`config.mk`:
```
export PLATFORM = sky130hd
export DESIGN_NAME = alu_seq
export DESIGN_NICKNAME = d
export VERILOG_FILES = /design/src/rtl/alu_pkg.sv /design/src/rtl/shift_add_mul.sv /design/src/rtl/alu_seq.sv
export SDC_FILE = /design/constraint.sdc
export NUM_CORES = 1
export LEC_CHECK = 0
export BUFFER_PORTS_ARGS = -buffer_cell sky130_fd_sc_hd__buf_2
export CAP_MARGIN = 10
export CORE_MARGIN = 3
export CORE_UTILIZATION = 35
export CTS_CLUSTER_DIAMETER = 100
export DETAILED_ROUTE_END_ITERATION = 7
export HOLD_SLACK_MARGIN = 0.03
export SLEW_MARGIN = 10
export SYNTH_ARGS = -nofsm -noshare
export SYNTH_HDL_FRONTEND = slang
export SYNTH_HIERARCHICAL = 1
export SYNTH_SLANG_ARGS = --single-unit
export TNS_END_PERCENT = 50
```
`constraint.sdc`:
```
create_clock -name clk -period 3 [get_ports clk]
set_input_delay 0.15 -clock clk [delete_from_list [all_inputs] [get_ports clk]]
set_output_delay 0.15 -clock clk [all_outputs]
set_load 0.05 [all_outputs]
```
`src/rtl/alu_pkg.sv`:
```
// Shared definitions for the sequential ALU.
//   - 3-bit opcode constants OP_ADD..OP_MUL
//   - bit positions of the {Z,N,V} flags in the status word
//   - FSM state encoding for the controller in alu_seq
package alu_pkg;

    localparam logic [2:0] OP_ADD  = 3'b000;
    localparam logic [2:0] OP_SUB  = 3'b001;
    localparam logic [2:0] OP_AND  = 3'b010;
    localparam logic [2:0] OP_NOTB = 3'b011;
    localparam logic [2:0] OP_OR   = 3'b100;
    localparam logic [2:0] OP_XOR  = 3'b101;
    localparam logic [2:0] OP_LSL  = 3'b110;
    localparam logic [2:0] OP_MUL  = 3'b111;

    localparam int FLAG_Z = 2;
    localparam int FLAG_N = 1;
    localparam int FLAG_V = 0;

    typedef enum logic {
        ST_IDLE = 1'b0,
        ST_MUL  = 1'b1
    } state_t;

endpackage

```
`src/rtl/shift_add_mul.sv`:
```
// Iterative unsigned shift-add multiplier, one partial product per step.
// Ports:
//   clk, reset  - clock, synchronous active-high reset
//   load        - capture A/B, clear accumulator and counter
//   step        - accumulate one multiplier bit (LSB first)
//   A, B        - operands (W bits)
//   product     - accumulator value including the current step (2W bits)
//   last        - the current step is the W-th one
module shift_add_mul #(
    parameter int W  = 16,
    parameter int CW = $clog2(W) + 1
) (
    input  logic           clk,
    input  logic           reset,
    input  logic           load,
    input  logic           step,
    input  logic [W-1:0]   A,
    input  logic [W-1:0]   B,
    output logic [2*W-1:0] product,
    output logic           last
);

    logic [2*W-1:0] mcand_q, mcand_d;
    logic [W-1:0]   mplier_q, mplier_d;
    logic [2*W-1:0] acc_q, acc_d;
    logic [CW-1:0]  cnt_q, cnt_d;
    logic [2*W-1:0] acc_sum;

    // product exposes the post-step sum so the controller can capture the
    // final result on the same edge as the last step.
    assign acc_sum = acc_q + (mplier_q[0] ? mcand_q : '0);
    assign product = acc_sum;
    assign last    = (cnt_q == CW'(W - 1));

    always_comb begin
        mcand_d  = mcand_q;
        mplier_d = mplier_q;
        acc_d    = acc_q;
        cnt_d    = cnt_q;
        if (load) begin
            mcand_d  = {{W{1'b0}}, A};
            mplier_d = B;
            acc_d    = '0;
            cnt_d    = '0;
        end else if (step) begin
            acc_d    = acc_sum;
            mcand_d  = mcand_q << 1;
            mplier_d = mplier_q >> 1;
            cnt_d    = cnt_q + CW'(1);
        end
    end

    always_ff @(posedge clk) begin
        if (reset) begin
            mcand_q  <= '0;
            mplier_q <= '0;
            acc_q    <= '0;
            cnt_q    <= '0;
        end else begin
            mcand_q  <= mcand_d;
            mplier_q <= mplier_d;
            acc_q    <= acc_d;
            cnt_q    <= cnt_d;
        end
    end

endmodule

```
`src/rtl/alu_seq.sv`:
```
// Clocked W-bit ALU with start/busy/done handshake.
// Single-cycle ops complete on the accepting edge; MUL runs W shift-add steps.
// Ports:
//   clk, reset      - clock, synchronous active-high reset
//   start           - request; sampled when busy=0
//   Ain, Bin, ALUop - operands and 3-bit opcode
//   busy            - multiply in progress
//   done            - one-cycle pulse when out/status are freshly updated
//   out, status     - registered result and {Z,N,V}
module alu_seq
    import alu_pkg::*;
#(
    parameter int W  = 16,
    parameter int CW = $clog2(W) + 1
) (
    input  logic         clk,
    input  logic         reset,
    input  logic         start,
    input  logic [W-1:0] Ain,
    input  logic [W-1:0] Bin,
    input  logic [2:0]   ALUop,
    output logic         busy,
    output logic         done,
    output logic [W-1:0] out,
    output logic [2:0]   status
);

    localparam int SHW = $clog2(W);

    state_t         state_q, state_d;
    logic [W-1:0]   out_q, out_d;
    logic [2:0]     status_q, status_d;
    logic           done_q, done_d;

    logic           mul_load, mul_step, mul_last;
    logic [2*W-1:0] mul_product;

    logic [W-1:0]   alu_res;
    logic           alu_v;

    shift_add_mul #(.W(W), .CW(CW)) u_mul (
        .clk     (clk),
        .reset   (reset),
        .load    (mul_load),
        .step    (mul_step),
        .A       (Ain),
        .B       (Bin),
        .product (mul_product),
        .last    (mul_last)
    );

    // Single-cycle datapath. Overflow uses the sign rule, which is
    // equivalent to carry-in XOR carry-out of the MSB.
    always_comb begin
        alu_res = '0;
        alu_v   = 1'b0;
        case (ALUop)
            OP_ADD: begin
                alu_res = Ain + Bin;
                alu_v   = (Ain[W-1] == Bin[W-1]) && (alu_res[W-1] != Ain[W-1]);
            end
            OP_SUB: begin
                alu_res = Ain - Bin;
                alu_v   = (Ain[W-1] != Bin[W-1]) && (alu_res[W-1] != Ain[W-1]);
            end
            OP_AND:  alu_res = Ain & Bin;
            OP_NOTB: alu_res = ~Bin;
            OP_OR:   alu_res = Ain | Bin;
            OP_XOR:  alu_res = Ain ^ Bin;
            OP_LSL:  alu_res = Ain << Bin[SHW-1:0];
            default: alu_res = '0;  // MUL goes through the iterative path
        endcase
    end

    always_comb begin
        state_d  = state_q;
        out_d    = out_q;
        status_d = status_q;
        done_d   = 1'b0;
        mul_load = 1'b0;
        mul_step = 1'b0;
        case (state_q)
            ST_IDLE: begin
                if (start) begin
                    if (ALUop == OP_MUL) begin
                        mul_load = 1'b1;
                        state_d  = ST_MUL;
                    end else begin
                        out_d            = alu_res;
                        status_d[FLAG_Z] = (alu_res == '0);
                        status_d[FLAG_N] = alu_res[W-1];
                        status_d[FLAG_V] = alu_v;
                        done_d           = 1'b1;
                    end
                end
            end
            ST_MUL: begin
                // start is deliberately ignored here; operands stay frozen
                mul_step = 1'b1;
                if (mul_last) begin
                    out_d            = mul_product[W-1:0];
                    status_d[FLAG_Z] = (mul_product[W-1:0] == '0);
                    status_d[FLAG_N] = mul_product[W-1];
                    status_d[FLAG_V] = |mul_product[2*W-1:W];
                    done_d           = 1'b1;
                    state_d          = ST_IDLE;
                end
            end
            default: state_d = ST_IDLE;
        endcase
    end

    always_ff @(posedge clk) begin
        if (reset) begin
            state_q  <= ST_IDLE;
            out_q    <= '0;
            status_q <= 3'b000;
            done_q   <= 1'b0;
        end else begin
            state_q  <= state_d;
            out_q    <= out_d;
            status_q <= status_d;
            done_q   <= done_d;
        end
    end

    assign busy   = (state_q == ST_MUL);
    assign done   = done_q;
    assign out    = out_q;
    assign status = status_q;

endmodule

```
# [Word-level counts from Yosys, hierarchy flattened]
# Index checks and enable logic that the tools add are counted.
[word_totals] register_bits=106 in_bits=38 out_inout_bits=21 word_cells=68
[classes] n_addsub=4 n_eq_ne=15 shifts=1 mux=25 n_bitwise=5 n_reduce_logical=9
[op_table] op="$mux W16" n=7
[op_table] op="$pmux W16 S7" n=1
[op_table] op="$add A32 B32 Y32" n=1
[op_table] op="$logic_not A16 Y1" n=2
[op_table] op="$mux W32" n=1
[op_table] op="$pmux W16 S2" n=1
[op_table] op="$add A16 B16 Y16" n=1
[op_table] op="$and A16 B16 Y16" n=1
[op_table] op="$not A16 Y16" n=1
[op_table] op="$or A16 B16 Y16" n=1
[op_table] op="$reduce_or A16 Y1" n=1
[op_table] op="$shl A16 B4 Y16" n=1
[op_table] op="$sub A16 B16 Y16" n=1
[op_table] op="$xor A16 B16 Y16" n=1
[op_table] op="$eq A3 B3 Y1 const B" n=4
[op_table] op="$mux W3" n=3
[op_table] op="$mux W1" n=8
[op_table] op="$eq A3 B2 Y1 const B" n=2
[op_table] op="$pmux W1 S2" n=3
[op_table] op="$pmux W3 S2" n=1
[op_table] op="$add A5 B1 Y5 const B" n=1
[op_table] op="$eq A5 B4 Y1 const B" n=1
[op_table] op="$ne A2 B2 Y1 const B" n=2
[op_table] op="$eq A3 B1 Y1 const B" n=1
[op_table] op="other kinds (9)" n=12

# [Depth between registers and ports, before layout]
# Gate-level depths: netlist (run 1).
[logic_depth] ltp_word=7 ltp_mapped=15 depth_no_buf=14

# [Hierarchy]
# The synthesis (run 1) kept the hierarchy.
[modules_own_cells] module="shift_add_mul" n_inst=1 cells_per_inst=604 area_per_inst_um2=5109.9
[modules_own_cells] module="alu_seq" n_inst=1 cells_per_inst=604 area_per_inst_um2=4296.6

# [Worst setup path before layout (run 1)]
# Ideal clock, no wire load.
[synth_timing] path_type="reg2reg" from="register u_mul.mplier_q[0]" to="register status_q[0] (netlist: status[0])" setup_ns=0.125 arrival_ns=3.156 required_time_ns=2.875 setup_slack_ns=-0.282 stages_incl_launch_ff=16 n_path_buf=1 synth_period_minus_slack_ns=3.282 cell_sequence="dfxtp_1 clkbuf_1 and2_1 ha_1 fa_1 a21oi_1 o211ai_1 a41o_2 o211ai_1 a211oi_1 a211oi_1 xnor2_1 nor4_1 nand4_1 o41ai_1 o21ai_0"
[synth_between] elab_chain_cells=5
[synth_lines] item="start: declaration" line="shift_add_mul.sv:24" source="logic [W-1:0] mplier_q, mplier_d;"
[synth_lines] item="start signal: assignment" line="shift_add_mul.sv:61" source="mplier_q <= mplier_d;"
[synth_lines] item="$mux W32" line="shift_add_mul.sv:31" source="assign acc_sum = acc_q + (mplier_q[0] ? mcand_q : '0);"
[synth_lines] item="$add A32 B32 Y32" line="shift_add_mul.sv:31"
[synth_lines] item="via mul_product[30]" line="alu_seq.sv:36" source="logic [2*W-1:0] mul_product;"
[synth_lines] item="$reduce_or A16 Y1" line="alu_seq.sv:104" source="status_d[FLAG_V] = |mul_product[2*W-1:W];"
[synth_lines] item="$mux W3" line="alu_seq.sv:100" source="if (mul_last) begin"
[synth_lines] item="$pmux W3 S2" line="alu_seq.sv:82" source="case (state_q)"
[synth_lines] item="end signal: assignment" line="alu_seq.sv:122" source="status_q <= status_d;"
[synth_lines] item="end: declaration" line="alu_seq.sv:32" source="logic [2:0] status_q, status_d;"
# The timed path passes the listed nets, and every way through them passes these cells. The select of a mux whose other input is x is not followed.
# A chain may end at the register's enable or synchronous reset.

# [Final worst setup path (run 1)]
# Same ends and word-level chain as after synthesis.

==> results.cfg, run 1 <==
[floorplan]
io_pins = 59
die_height_um = 170
die_w_um = 170
die_area_um2 = 28900
row_count = 59
start_util_pct = 35.9
core_area_um2 = 26200

[layout]
stdcell_count = 1771
num_antenna_cells = 0
area_growth_syn_to_layout_pct = 29.7
nets = 1556
stdcell_area_um2 = 12200
drive_above_1_share_pct = 26.9

[synth]
syn-cell-area_um2 = 9410
synth_cells = 1208
synth_warnings = 6
synth_common_cells = nor2_1, a21oi_1, dfxtp_1
yosysMostFrequentCell = nor2_1
ys.flop_type = dfxtp_1
syn_area_per_cell_um2 = 7.79
synth_seq_cells = 105
synth_top_area_cell = dfxtp_1
synth-edff-count = 0
synth_seq_area_share_pct = 22.3
synth_fp_nets = 1333
synth_cell_types = 87
async_flop_share_pct = 0
synth_top_area_share_pct = 22.3
synth_area_leaders = dfxtp_1, ha_1, mux2i_1

[worst_setup_path]
path_cells = buf_4 > and2_4 > ha_4 > buf_4 > a21oi_2 > o211ai_1 > a41o_2 > o211ai_1 > buf_4 > a211oi_4 > a211oi_2 > xnor2_1 > nor4_1 > nand4_1 > o41ai_2 > o21ai_1
worst-path-buf-inv = 3
crit_required_ns = 3.26
cp_max_fo = 6
critPathSlowestCell = dfxtp_4
path_common_cell = buf_4
cp-end-kind = flip-flop
arrival_ns = 3.44
worstSetupPathType = flip-flop to flip-flop
max_stage_delay_ns = 0.37
cp_top_family = compound AO/OA/AOI/OAI gates
startpoint_type = flip-flop

[timing]
skew_ns = 0.0187
post-route-period-util_pct = 106
slew-limit-headroom_pct = 57.7
rsz0062_at_grt = yes
timing.fmax_ghz = 0.315
worstMarginPinSlew_ns = 0.635
finalCriticalPeriod_ns = 3.18
finalSetupViolations = 2
setup_ws_ns = -0.177
maxSlewViolCount = 0
finalHoldViolCount = 0

[run_status]
outcome = complete, but fails checks
violations = setup timing

[place]
place_inst = 1748
placed_area_um2 = 11500
dp.final_hpwl_um = 24100
globalplace.congestion = 0.944
numPortBuffers = 58

[clock_network]
cts_sinks = 105
htree_levels = 3
clkTransAtPathRegs_ns = 0.09
cts_max_path_buffers = 2
cts_buffers = 9
clk_latency_ns = 0.36
cts.root.buffer_cell = clkbuf_16
cts_tree = built

[run]
cap_violations = 0

[grt]
grt_antenna_before_repair = 0
grt_max_degree = 82
grt-ovfl-total = 0
grt_usage_pct = 21.1
grt_pass1_vias = 9237
grt_pass1_wl_um = 49600

[power_and_ir_drop]
leakagePower_uw = 0.00547
ir_worst_vdd_mv = 0.234
power_frac_seq_pct = 36.8
clockPowerShare_pct = 34.2
intPower_uw = 2600
swShare_pct = 33.5
pwr-share-comb_pct = 29.0
switchingPower_uw = 1310
pwr_density_cell_nw_per_um2 = 321

[route]
vias_per_cell = 5.45
drt-initial-drc-count = 751
firstDrtPassIters = 5
vias = 9649
ant_nets = 0
wl_um = 31000
drcViolationCount = 0
wire_per_inst_um = 17.5

[worst_hold_path]
holdCritPathClass = primary input to flip-flop
## per-stage QoR
| stage | TNS [ns] | utilization (%) | hold slack [ns] | total power (uW) | setup WS [ns] |
|---|---|---|---|---|---|
| CTS | -0.341 | 45.4 | 0.0584 | 3940 | -0.189 |
| detailed placement | -1.37 | 43.9 | 0.424 | 2590 | -0.359 |
| global placement | -1.12 | 43.9 | 0.422 | 2580 | -0.311 |
| floorplan | -0.113 | - | 0.234 | 2140 | -0.113 |
| finish | -0.219 | 46.5 | 0.0663 | 3910 | -0.177 |
| global route | -0.975 | 46.5 | 0.0756 | 4110 | -0.428 |
## logic make-up after synthesis
logic type / after synthesis / synth area share, %
and+or+nand+nor: 408 / 20.6
muxes: 98 / 11.7
DFF: 105 / 22.3
buffers and inverters: 135 / 5.89
xor gates and xnor gates: 41 / 3.82
AOI/OAI and AO/OA: 334 / 23.9
adders and majority gates: 87 / 11.8
## path summary, 6_finish.rpt
path | from | to | slack [ns] | cells after the start
worst min register to register | out[14] | out[14] | 0.45 | 2
worst max register to register | u_mul/mplier_q[0] | status[0] | -0.18 | 16
worst max-delay path | u_mul/mplier_q[0] | status[0] | -0.18 | 16
worst min-delay path | Bin[12] | u_mul/mplier_q[12] | 0.07 | 3
## state kept, by name (all words and copies together), names as in the netlist
name / flops
u_mul/cnt_q: 5
done: 1
u_mul/mcand_q: 32
status: 3
u_mul/acc_q: 32
out: 15
busy: 1
u_mul/mplier_q: 16
## power groups by stage
stage	logic (uW)	registers, uW	clock network [uW]
3_3_place_gp	1100	1470	0
4_1_cts	1120	1440	1380
2_1_floorplan	595	1550	0
5_1_grt	1230	1450	1430
6_report	1130	1440	1340
3_5_place_dp	1110	1480	0
## area by class of cell
class	count	area, um^2
clock buffers	10	250
clock inverters	6	91.3
fillers	2617	14000
inverters	62	233
multi-input cells	968	7060
flip-flops and latches	105	2110
well taps	335	419
repair buffers	285	2030
## routing by layer
metal | vias to the layer above | routed length, um | track usage, %
li1 | 4785 | - | -
met1 | 4551 | 14800 | 30.0
met2 | 276 | 13800 | 33.2
met3 | 37 | 1870 | 4.07
met4 | 0 | 558 | 5.04
met5 | - | 0 | 0
## worst min-delay path: stages
cell and delay, ns:
buf_2 0.11, a21oi_1 0.06, nor2_1 0.07
## layout by cell type, fill, tap and decap left out, types with 13 or more instances in the layout
master,synthesis,layout
a21o_1,13,13
a21oi_1,122,114
inv_1,59,59
mux2i_1,84,84
o211ai_1,14,14
nand3_1,13,13
and2_1,36,30
ha_1,84,74
buf_4,5,222
dfxtp_1,105,103
nand2_1,70,70
buf_2,11,58
o21ai_0,38,30
nor3_1,22,20
nand2b_1,15,15
nor2b_1,14,13
a22o_1,17,17
xor2_1,17,17
xnor2_1,24,23
nor2_1,182,181
o21bai_1,13,13
## timing repair
item                                    4_1_cts  5_1_grt
pin swaps                                     3       16
endpoints found under the setup margin        4       10
resized for setup                            18       45
hold buffers                                  0        0
setup buffers                                 2        5
(Power assumes the default switching activity.)
==> inputs of run 2 (changes only) <==
==> constraint.sdc (replaced) <==
create_clock -name clk -period 3 [get_ports clk]
set_input_delay 0.3 -clock clk [delete_from_list [all_inputs] [get_ports clk]]
set_output_delay 0.3 -clock clk [all_outputs]
set_load 0.05 [all_outputs]
==> run 2 against run 1 <==
Against the previous run:
- the flow still finishes with violations (setup timing)
- utilization increased by 0.54 points
- fmax decreased by 2.6%
- wire length increased by 2.2%
- hold slack improved by 0.15 ns
- die area unchanged
- count of clock-buffer cells in the layout unchanged
- global-route usage increased by 0.42 points
- largest power group unchanged
- highest routed layer unchanged
==> results.cfg, run 2 (synthesis gave the netlist of run 1 again) <==
[layout]
stdcell_area_um2 = 12300
area_growth_syn_to_layout_pct = 31.2
drive_above_1_share_pct = 28.2
stdcell_count = 1805
final_cell_mix = buf_4, nor2_1, a21oi_1
num_antenna_cells = 0
top_regs = u_mul/acc_q (32), u_mul/mcand_q (32), u_mul/mplier_q (16)
nets = 1590
layout_commonest_cell = buf_4

[run]
cap_violations = 0

[timing]
maxSlewViolCount = 0
finalSetupViolations = 3
timing.fmax_ghz = 0.307
setup_ws_ns = -0.262
finalHoldViolCount = 0
worstMarginPinSlew_ns = 0.673
tns_ns = -0.337
post-route-period-util_pct = 109
rsz0062_at_grt = yes
skew_ns = 0.0157
holdWs_ns = 0.220
slew-limit-headroom_pct = 55.2
finalCriticalPeriod_ns = 3.26

[grt]
grt_pass1_wl_um = 50300
grt_pass1_vias = 9560
grt_antenna_before_repair = 0
grt-ovfl-total = 0
grt_usage_pct = 21.6
grt_max_degree = 77

[route]
ant_nets = 0
wire_per_inst_um = 17.6
wl_um = 31700
vias_per_cell = 5.43
drcViolationCount = 0
vias = 9795
firstDrtPassIters = 5
drt-initial-drc-count = 900

[worst_setup_path]
cp_max_fo = 6
worstSetupPathType = flip-flop to flip-flop
startpoint_type = flip-flop
arrival_ns = 3.50
worst-path-buf-inv = 0
crit_required_ns = 3.24
r2r-start = u_mul/mplier_q[0]
cp_top_family = compound AO/OA/AOI/OAI gates
cp-end-kind = flip-flop
crit_start = u_mul/mplier_q[0]
path_cells = and2_4 > ha_4 > fa_2 > a21oi_4 > o211ai_1 > a41o_2 > o211ai_1 > a211oi_2 > a211oi_2 > xnor2_1 > nor4_2 > nand4_1 > o41ai_2 > o21ai_0
critPathSlowestCell = fa_2
max_stage_delay_ns = 0.39

[floorplan]
die_area_um2 = 28900
row_count = 59
core_area_um2 = 26200
die_height_um = 170
start_util_pct = 35.9
die_w_um = 170
io_pins = 59

[power_and_ir_drop]
ir_worst_vdd_mv = 0.202
pwr_density_cell_nw_per_um2 = 307
leakagePower_uw = 0.00562

[place]
dp.final_hpwl_um = 24800
globalplace.congestion = 0.931
place_inst = 1785
placed_area_um2 = 11800
numPortBuffers = 58
place_ws_ns = -0.462

[clock_network]
cts_buffers = 9
htree_levels = 3
cts_tree = built
clk_latency_ns = 0.36
cts.root.buffer_cell = clkbuf_16
hold_buffers = 0
clkTransAtPathRegs_ns = 0.07
cts_sinks = 105
cts_max_path_buffers = 2

[run_status]
outcome = complete, but fails checks
violations = setup timing

[worst_hold_path]
worstHoldStart = Bin[12]
holdCritPathClass = primary input to flip-flop
[run 2: changes by cell type in the layout (fill, tap and decap cells not counted), moves of 3 or more]
cell	before	now
buf_4	222	257
and2_1	30	34
and2_4	6	2
ha_1	74	78
ha_4	10	6
a21oi_2	9	6
o21ai_1	8	5
[run 2: worst register-to-register path: stages (launching register included)]
cell and delay, ns:
dfxtp_4 0.36, and2_4 0.14, ha_4 0.16, fa_2 0.39, a21oi_4 0.14, o211ai_1 0.14, a41o_2 0.26, o211ai_1 0.35
a211oi_2 0.16, a211oi_2 0.22, xnor2_1 0.13, nor4_2 0.23, nand4_1 0.16, o41ai_2 0.22, o21ai_0 0.10
[run 2: final timing paths]
check,slack (ns),end,cells after the start
worst max-delay path,-0.26,status[0],14
worst min-delay path,0.22,u_mul/mplier_q[12],3
worst max register to register,-0.26,status[0],14
worst min register to register,0.45,out[2],2
[run 2: layout make-up]
type,count,area (um^2)
clock inverters,6,51.3
well taps,335,419
fillers,2604,13900
flip-flops and latches,105,2110
inverters,62,233
clock buffers,10,229
repair buffers,319,2270
multi-input cells,968,7020
[run 2: metrics by stage]
step                utilization [%]  total power, uW
floorplan                         -             2140
global placement               44.9             2620
detailed placement             44.9             2630
CTS                            46.6             3800
global route                   47.1             3980
finish                         47.1             3790
[run 2: metal layers]
metal | GRT usage, % | part of all wire [%] | up-vias
met3 | 3.53 | 6.0 | 32
met1 | 30.4 | 47 | 4612
met5 | 0 | 0 | -
met2 | 35.1 | 45 | 286
li1 | - | - | 4865
met4 | 3.99 | 1.5 | 0
[run 2: timing repair]
action	CTS	global route
pin swaps	16	6
setup buffers	3	1
resized for setup	28	28
setup endpoints to repair	7	10
[run 2: power by group]
part | leakage, uW | total, uW | internal, uW | switching (uW)
sequential | 0.000851 | 1440 | 1420 | 18.9
combinational | 0.00463 | 1190 | 493 | 693
clock | 0.000133 | 1160 | 576 | 581
total | 0.00562 | 3790 | 2490 | 1290
==> inputs of run 3 (changes only) <==
Settings changed: CORE_UTILIZATION 35 to 57, PLACE_DENSITY set to 0.79.
==> run 3 against run 2 <==
Against the previous run:
- the run still ends with setup timing left
- sequential share of layout area is 0.81 points higher
- critical path depth is 1 higher
- via count is 2.6% higher
- hold slack better by 0.015 ns
- wire length is 4.7% lower
- critical endpoint is now status[2]
- fmax is 0.22% lower
- design area is 4.5% lower
- global-route usage is 11 points higher
- cell count is 8.7% lower
- die area is 37% lower
==> results.cfg, run 3 (synthesis gave the netlist of run 1 again) <==
[worst_setup_path]
worst-path-buf-inv = 1
path_cells = and2_1 > ha_4 > fa_2 > a21oi_2 > o211ai_1 > a41o_2 > buf_4 > o21ai_4 > xnor2_2 > nor4_2 > nand2_1 > nor4_2 > nand4_1 > a21oi_2 > a41o_1
critPathSlowestCell = fa_2
max_stage_delay_ns = 0.38
startpoint_type = flip-flop
crit_required_ns = 3.30
arrival_ns = 3.57
cp_max_fo = 8
worstSetupPathType = flip-flop to flip-flop
cp-end-kind = flip-flop
cp_top_family = compound AO/OA/AOI/OAI gates

[layout]
final_cell_mix = buf_4, nor2_1, a21oi_1
layout_commonest_cell = buf_4
drive_above_1_share_pct = 25.4
area_growth_syn_to_layout_pct = 25.3
stdcell_count = 1648
top_regs = u_mul/acc_q (32), u_mul/mcand_q (32), u_mul/mplier_q (16)
nets = 1552
num_antenna_cells = 0
fill_cells = 1286
stdcell_area_um2 = 11800

[route]
vias = 10053
drt-initial-drc-count = 1037
wire_per_inst_um = 18.3
firstDrtPassIters = 6
wl_um = 30200
ant_nets = 0
vias_per_cell = 6.10
drcViolationCount = 0

[power_and_ir_drop]
power_frac_seq_pct = 38.3
intPower_uw = 2500
clockPowerShare_pct = 31.1
pwr-share-comb_pct = 30.6
swShare_pct = 33.6
leakagePower_uw = 0.00542
p_total_uw = 3770
ir_worst_vdd_mv = 0.285
switchingPower_uw = 1270
pwr_density_cell_nw_per_um2 = 320

[floorplan]
die_w_um = 134
die_area_um2 = 18100
io_pins = 59
start_util_pct = 58.8
row_count = 46
core_area_um2 = 16000
die_height_um = 134

[grt]
grt_pass1_vias = 9588
grt-ovfl-total = 0
grt_max_degree = 66
grt_pass1_wl_um = 48500
grt_antenna_before_repair = 0
grt_usage_pct = 33.0

[timing]
setup_ws_ns = -0.269
finalHoldViolCount = 0
tns_ns = -0.553
skew_ns = 0.0136
finalSetupViolations = 3
post-route-period-util_pct = 109
maxSlewViolCount = 0
timing.fmax_ghz = 0.306
finalCriticalPeriod_ns = 3.27
rsz0062_at_grt = yes
slew-limit-headroom_pct = 38.3
worstMarginPinSlew_ns = 0.925

[clock_network]
cts_buffers = 9
cts_tree = built
cts_max_path_buffers = 2
clkTransAtPathRegs_ns = 0.08
cts.root.buffer_cell = clkbuf_16
hold_buffers = 0
htree_levels = 3
clk_latency_ns = 0.36
cts_sinks = 105

[run_status]
outcome = complete, but fails checks
violations = setup timing

[run]
cap_violations = 0

[place]
placed_area_um2 = 11300
place_ws_ns = -0.356
place_inst = 1628
dp.final_hpwl_um = 23300
globalplace.congestion = 0.994
numPortBuffers = 58

[worst_hold_path]
holdCritPathClass = primary input to flip-flop
run 3: final cells by class:
class                      instances  area [um^2]  share of cell area, %
clock inverter                     6         53.8                  0.457
timing repair buffer             281         1970                   16.7
inverter                          62          233                   1.97
clock buffer                      10          239                   2.03
tap                              216          270                   2.29
multi-input combinational        968         6910                   58.6
sequential                       105         2110                   17.9
run 3: final timing paths:
path / from / end / slack, ns / cells after the start
min: Bin[12] / u_mul/mplier_q[12] / 0.23 / 3
max reg2reg: u_mul/mplier_q[0] / status[2] / -0.27 / 15
min reg2reg: out[7] / out[7] / 0.45 / 2
max: u_mul/mplier_q[0] / status[2] / -0.27 / 15
run 3: what timing repair did:
action                                  CTS  global route
endpoints found under the setup margin    6            11
buffers inserted                          2             2
gates resized for setup                  16            19
pin swaps                                 5             9
run 3: power by group through the flow:
stage | sequential, uW | clock, uW | combinational (uW)
after floorplan | 1550 | 0 | 595
after global placement | 1470 | 0 | 1090
after detailed placement | 1480 | 0 | 1110
after CTS | 1440 | 1190 | 1120
after global routing | 1450 | 1240 | 1240
final | 1440 | 1170 | 1150
run 3: layer usage:
metal  vias up  GRT usage [%]  part of all wire (%)
li1       4781              -                     -
met1      4712           45.9                    43
met2       507           52.9                    46
met3        53           4.36                   8.2
met4         0           11.6                   2.7
met5         -              0                     0
run 3: stage by stage:
stage / utilization (%) / hold slack (ns)
floorplan: - / 0.384
global placement: 70.7 / 0.435
detailed placement: 70.7 / 0.443
CTS: 73.0 / 0.225
global route: 73.6 / 0.232
finish: 73.6 / 0.235
run 3: tightest hold or removal path, cell delays in order:
cell     delay, ns
buf_2         0.11
a21oi_1       0.06
nor2_1        0.08
